==> config.mk <==
export PLATFORM = sky130hd
export DESIGN_NAME = combat_scheduler
export DESIGN_NICKNAME = d
export VERILOG_FILES = /design/src/rtl/combat_scheduler_pkg.sv /design/src/rtl/combat_damage_calc.sv /design/src/rtl/combat_scheduler.sv
export SDC_FILE = /design/constraint.sdc
export NUM_CORES = 1
export LEC_CHECK = 0
export CAP_MARGIN = 25
export CORE_MARGIN = 5
export CORE_UTILIZATION = 55
export CTS_BUF_LIST = sky130_fd_sc_hd__clkbuf_4 sky130_fd_sc_hd__clkbuf_8
export CTS_CLUSTER_SIZE = 12
export DETAILED_ROUTE_END_ITERATION = 7
export PLACE_DENSITY = 0.95
export SLEW_MARGIN = 10
export SYNTH_ARGS = -nofsm -noshare
export SYNTH_HDL_FRONTEND = slang
export SYNTH_SLANG_ARGS = --single-unit
==> constraint.sdc <==
create_clock -name clk -period 3.88 [get_ports clk]
set_clock_uncertainty 0.05 [all_clocks]
set_input_delay 0.97 -clock clk [delete_from_list [all_inputs] [get_ports clk]]
set_output_delay 0.97 -clock clk [all_outputs]
set_load 0.005 [all_outputs]
==> src/rtl/combat_scheduler_pkg.sv <==
// Shared definitions for the turn-based pet combat scheduler: action codes,
// FSM state encoding, stat-word field positions and heal constants.
package combat_scheduler_pkg;

  typedef enum logic [1:0] {
    ACT_ATTACK = 2'd0,
    ACT_DEFEND = 2'd1,
    ACT_HEAL   = 2'd2,
    ACT_PASS   = 2'd3
  } act_e;

  typedef enum logic [3:0] {
    IDLE,
    WAIT_ACT,
    RD_SRC,
    RD_TGT,
    CALC,
    WRITE,
    END_TURN,
    WAIT_SWITCH,
    CHK_SWITCH,
    OVER
  } state_e;

  // Pet word layout: {ATK[8:6], DEF[5:3], HP[2:0]}
  localparam int HP_LSB  = 0;
  localparam int HP_MSB  = 2;
  localparam int DEF_LSB = 3;
  localparam int DEF_MSB = 5;
  localparam int ATK_LSB = 6;
  localparam int ATK_MSB = 8;

  localparam logic [3:0] HEAL_AMT = 4'd2;
  localparam logic [3:0] HP_MAX   = 4'd7;

endpackage

==> src/rtl/combat_damage_calc.sv <==
// Pure combinational HP update for one attack or heal; arithmetic is done
// in 4 bits so subtraction clamps at 0 and heal saturates at HP_MAX.
module combat_damage_calc
  import combat_scheduler_pkg::*;
(
  input  logic [8:0] src,
  input  logic [8:0] tgt,
  input  logic       blk,
  input  logic [1:0] code,
  output logic [2:0] new_hp
);

  logic [3:0] atk;
  logic [3:0] def;
  logic [3:0] hp;
  logic [3:0] dmg;
  logic [3:0] sum;
  logic       unused_bits;

  assign unused_bits = ^{src[DEF_MSB:HP_LSB], tgt[ATK_MSB:ATK_LSB]};

  always_comb begin
    atk = {1'b0, src[ATK_MSB:ATK_LSB]};
    def = {1'b0, tgt[DEF_MSB:DEF_LSB]};
    hp  = {1'b0, tgt[HP_MSB:HP_LSB]};
    dmg = atk;
    if (blk) begin
      dmg = (atk > def) ? (atk - def) : 4'd0;
    end
    sum    = hp + HEAL_AMT;
    new_hp = hp[2:0];
    case (act_e'(code))
      ACT_ATTACK: new_hp = (hp > dmg) ? 3'(hp - dmg) : 3'd0;
      ACT_HEAL:   new_hp = (sum > HP_MAX) ? HP_MAX[2:0] : sum[2:0];
      default:    new_hp = hp[2:0];
    endcase
  end

endmodule

==> src/rtl/combat_scheduler.sv <==
// Two-player pet combat turn scheduler: accepts one action per turn, runs a
// read-read-write sequence against the external stat RAM, handles KO/switch.
module combat_scheduler
  import combat_scheduler_pkg::*;
(
  input  logic       clk,
  input  logic       reset,
  input  logic       start,
  input  logic [1:0] p1_sel,
  input  logic [1:0] p2_sel,
  input  logic       sel_valid,
  input  logic       act_valid,
  input  logic       act_player,
  input  logic [1:0] act_code,
  output logic       act_ready,
  output logic [2:0] stat_rd_addr,
  input  logic [8:0] stat_rd_data,
  output logic       stat_wr_en,
  output logic [2:0] stat_wr_addr,
  output logic [8:0] stat_wr_data,
  output logic       turn,
  output logic       busy,
  output logic       ko,
  output logic       game_over,
  output logic       winner
);

  state_e     state, state_next;
  act_e       act_q;
  logic [1:0] pet1, pet2, sw_sel;
  logic [3:0] alive1, alive2;
  logic       blk1, blk2;
  logic [8:0] src_word, tgt_word;
  logic [2:0] new_hp;
  logic       accept, start_ok, tgt_player, tgt_blk, ko_player, hp_zero;
  logic [1:0] mover_pet, tgt_pet;
  logic [3:0] tgt_alive_left, ko_alive;

  // Handshake: an action transfers on a cycle where act_valid && act_ready
  // and act_player matches turn; any other act_valid is simply dropped.
  assign accept         = (state == WAIT_ACT) && act_valid && (act_player == turn);
  assign start_ok       = start && ((state == IDLE) || (state == OVER));
  assign tgt_player     = (act_q == ACT_HEAL) ? turn : ~turn;
  assign mover_pet      = turn ? pet2 : pet1;
  assign tgt_pet        = tgt_player ? pet2 : pet1;
  assign tgt_blk        = tgt_player ? blk2 : blk1;
  assign tgt_alive_left = (tgt_player ? alive2 : alive1) & ~(4'b0001 << tgt_pet);
  assign ko_player      = ~turn;
  assign ko_alive       = ko_player ? alive2 : alive1;
  assign hp_zero        = (new_hp == 3'd0);

  combat_damage_calc u_calc (
    .src    (src_word),
    .tgt    (tgt_word),
    .blk    (tgt_blk),
    .code   (act_q),
    .new_hp (new_hp)
  );

  always_ff @(posedge clk) begin
    if (reset) state <= IDLE;
    else       state <= state_next;
  end

  always_comb begin
    state_next   = state;
    act_ready    = 1'b0;
    busy         = 1'b1;
    stat_rd_addr = 3'd0;
    stat_wr_en   = 1'b0;
    stat_wr_addr = 3'd0;
    stat_wr_data = 9'd0;
    ko           = 1'b0;
    game_over    = 1'b0;
    case (state)
      IDLE: begin
        busy = 1'b0;
        if (start) state_next = WAIT_ACT;
      end
      WAIT_ACT: begin
        busy      = 1'b0;
        act_ready = 1'b1;
        if (accept) begin
          if ((act_code == ACT_ATTACK) || (act_code == ACT_HEAL)) state_next = RD_SRC;
          else                                                     state_next = END_TURN;
        end
      end
      RD_SRC: begin
        stat_rd_addr = {turn, mover_pet};
        state_next   = RD_TGT;
      end
      RD_TGT: begin
        stat_rd_addr = {tgt_player, tgt_pet};
        state_next   = CALC;
      end
      CALC: state_next = WRITE;
      WRITE: begin
        stat_wr_en   = 1'b1;
        stat_wr_addr = {tgt_player, tgt_pet};
        stat_wr_data = {tgt_word[ATK_MSB:DEF_LSB], new_hp};
        if (hp_zero) begin
          ko         = 1'b1;
          state_next = (tgt_alive_left == 4'd0) ? OVER : WAIT_SWITCH;
        end else begin
          state_next = END_TURN;
        end
      end
      END_TURN: state_next = WAIT_ACT;
      WAIT_SWITCH: begin
        if (sel_valid) state_next = CHK_SWITCH;
      end
      CHK_SWITCH: state_next = ko_alive[sw_sel] ? END_TURN : WAIT_SWITCH;
      OVER: begin
        game_over = 1'b1;
        if (start) state_next = WAIT_ACT;
      end
      default: state_next = IDLE;
    endcase
    // Reset wins over a write already presented this cycle
    if (reset) begin
      stat_wr_en = 1'b0;
      ko         = 1'b0;
    end
  end

  always_ff @(posedge clk) begin
    if (reset) begin
      turn     <= 1'b0;
      winner   <= 1'b0;
      pet1     <= 2'd0;
      pet2     <= 2'd0;
      sw_sel   <= 2'd0;
      alive1   <= 4'd0;
      alive2   <= 4'd0;
      blk1     <= 1'b0;
      blk2     <= 1'b0;
      act_q    <= ACT_ATTACK;
      src_word <= 9'd0;
      tgt_word <= 9'd0;
    end else begin
      if (start_ok) begin
        turn   <= 1'b0;
        winner <= 1'b0;
        alive1 <= 4'b1111;
        alive2 <= 4'b1111;
        blk1   <= 1'b0;
        blk2   <= 1'b0;
        pet1   <= p1_sel;
        pet2   <= p2_sel;
      end
      if (accept) begin
        act_q <= act_e'(act_code);
        if (turn) blk2 <= (act_code == ACT_DEFEND);
        else      blk1 <= (act_code == ACT_DEFEND);
      end
      if (state == RD_TGT) src_word <= stat_rd_data;
      if (state == CALC)   tgt_word <= stat_rd_data;
      if ((state == WRITE) && hp_zero) begin
        if (tgt_player) alive2 <= tgt_alive_left;
        else            alive1 <= tgt_alive_left;
        if (tgt_alive_left == 4'd0) winner <= turn;
      end
      if (state == END_TURN) turn <= ~turn;
      if ((state == WAIT_SWITCH) && sel_valid) sw_sel <= ko_player ? p2_sel : p1_sel;
      if ((state == CHK_SWITCH) && ko_alive[sw_sel]) begin
        if (ko_player) pet2 <= sw_sel;
        else           pet1 <= sw_sel;
      end
    end
  end

endmodule
==> results.txt, run 1 <==
Sequential share of the synthesized area - 29.7%
Layout area overhead - 34.7%
Clock root cell - clkbuf_8
Worst-path clk slew - 0.07 ns
CTS Buf Count - 5
PnR worst setup slack - -0.327 ns
CTS tree - built
Critical Path RT - 2.86 ns
CTS H-tree depth - 2
Final WL - 7.47 mm
Commonest non-fill, non-tap cells in the layout - 49 x nor2_1, 38 x clkdlybuf4s50_1, 37 x nand2_1, 34 x dfxtp_1, 23 x a21oi_1
CTS Hold Bufs - 0
# setup viols final - 4
Pre-Repair DR Iteration Count - 4
Worst slew pin tran - 0.933 ns
Num ports - 43
Most common cell after layout, fill and taps aside - nor2_1
CP Capture Type - output pin
Starting density of the core - 56.1%
Pin count of the biggest net entering global routing - 35
Ys async rst share - 0%
Die width - 76.4 um
Most used DFF post-synth - dfxtp_1
Leakage Power - 1.20 nW
Gr usage total - 25.7%
Clk sink count - 36
Synth warn - 0
Rows - 24
Fin crit share - 108%
Minimum clock period after layout - 4.21 ns
Vias in the first global route - 2665
Critical path arrival - 3.19 ns
Layout Utilization - 75.5%
Outcome - finished with violations
EDFF count, synth - 0
Max-capacitance violation count - 0
DRC viols - 0
Pins over their slew limit - 0
PwrDens - 447 nW/um2
Gp weighted congestion - 0.901
Port buffer count - 42
Hold slack - 0.409 ns
Worst VDD drop - 0.316 mV
Startpoint Class - register
DR iter-0 viols - 229
Share of cells above drive strength 1 - 21.1%
DRT antenna net count - 0
Final hold vios - 0
Nets@finish - 404
Area of the core - 4320 um2
Syn Nets - 347
Failing checks - negative setup slack
RSZ-0062 raised after global routing - true
Slew HR - 37.3%
Clock buffer depth - 2
Yosys reg bits - 36
Final HPWL DP - 5.01 mm
Initial antenna violation count - 0
Hold/Removal Path Class - register to register
GR Overflow Total - 0
Avg Cell Area, Syn - 7.65 um2
Cells after synthesis - 317
DIE AREA - 5840 um2
CP Max Fanout - 2
First-pass GRT wire length - 12.3 mm
Worst skew pair latency - 0.29 ns
Die Height - 76.4 um
Via count - 2592
Cell area after synthesis - 2420 um2
F_max - 238 MHz
Yosys cell types - 56
WS Path Type - register to output pin
ANT cells - 0
Drt wl/cell - 17.5 um
Vias per cell - 6.07
[final timing paths]
kind / start / endpoint / slack (ns) / cells past startpoint
setup / recovery: src_word[6]$_SDFFE_PP0N_ / ko / -0.33 / 17
hold / removal: tgt_word[6]$_SDFFE_PP0P_ / tgt_word[6]$_SDFFE_PP0P_ / 0.41 / 2
setup reg to reg: src_word[6]$_SDFFE_PP0N_ / alive1[2]$_SDFF_PP0_ / 0.43 / 18
hold reg to reg: tgt_word[6]$_SDFFE_PP0P_ / tgt_word[6]$_SDFFE_PP0P_ / 0.41 / 2
[kinds of logic (layout without fill, tap and decap cells)]
kind of cell	Yosys count	in the layout	synth area share (%)
and+or+nand+nor	148	148	29.0
DFF	36	36	29.7
buffers and inverters	28	86	4.64
adders and majority gates	9	9	5.57
xor gates and xnor gates	5	5	2.58
muxes	20	20	9.55
AOI/OAI and AO/OA	71	71	18.9
[flip-flops by register name (all words and copies together), names as in the netlist]
name and flops:
src_word 3, winner 1, act_q 2, blk1 1
alive1 4, blk2 1, alive2 4, state 4
sw_sel 2, turn 1, tgt_word 9, pet1 2
pet2 2
[worst max-delay path, stage by stage, from the launching register on]
cell     delay (ns)
dfxtp_2        0.33
inv_2          0.04
ha_4           0.15
inv_2          0.05
fa_2           0.19
inv_2          0.04
fa_2           0.38
o31ai_4        0.26
ha_2           0.22
inv_2          0.04
fa_2           0.36
xor2_2         0.17
nor3_2         0.15
nor3_2         0.07
o21ai_2        0.07
nand3_2        0.12
nor2_4         0.13
buf_2          0.12
[cell type report]
cell class	count	area (um2)
well taps	52	65.1
fillers	301	1060
inverters	11	41.3
clock buffers	8	97.6
flip-flops and latches	36	723
repair buffers	67	599
multi-input cells	253	1740
[through the flow]
step	total power, mW	setup slack [ns]	cells	instance area, um2	setup TNS, ns
2_1_floorplan	0.897	0.161	317	2420	0
3_3_place_gp	1.05	-0.412	410	2960	-1.09
3_5_place_dp	1.07	-0.594	410	2960	-1.76
4_1_cts	1.41	-0.475	425	3180	-1.32
5_1_grt	1.55	-0.501	427	3270	-1.67
6_report	1.46	-0.327	427	3270	-1.05
[synth_stat cells, drive strengths merged, types with 6 or more instances]
cell type	count	area [um2]
mux2i	16	164
nand2	38	143
nand2b	14	95.1
a21oi	28	140
o21ai	10	53.8
dfxtp	36	721
a211oi	8	65.1
nor3	11	55.1
inv	11	41.3
nor2	52	195
clkbuf	13	48.8
ha	6	75.1
nand3	7	40.0
[per-layer routing]
metal / share of wire [%] / vias up / wire, um / global-route usage [%]
met3: 7.9 / 33 / 589 / 6.62
met2: 51 / 134 / 3840 / 45.1
met4: 4.1 / 0 / 303 / 14.0
met1: 37 / 1201 / 2740 / 27.7
met5: 0 / - / 0 / 0
li1: - / 1224 / - / -
[where the power goes]
group,internal (mW),leakage [nW],switching (mW)
sequential,0.426,0.295,0.0713
combinational,0.316,0.849,0.356
clock,0.159,0.0523,0.133
total,0.901,1.20,0.560
[repair_timing]
item,CTS,global route
endpoints found under the setup margin,4,5
pin swaps,18,16
resized for setup,40,15
buffers inserted,7,3
Note: power is estimated with default switching activity, not from simulation.
==> run 2: changes to the inputs <==
--- a/config.mk
+++ b/config.mk
@@ -5,6 +5,7 @@
 export SDC_FILE = /design/constraint.sdc
 export NUM_CORES = 1
 export LEC_CHECK = 0
+export ABC_AREA = 0
 export CAP_MARGIN = 25
 export CORE_MARGIN = 5
 export CORE_UTILIZATION = 55
==> results of run 2 <==
Same layout as run 1: the final DEF is identical, and so are final timing and power.
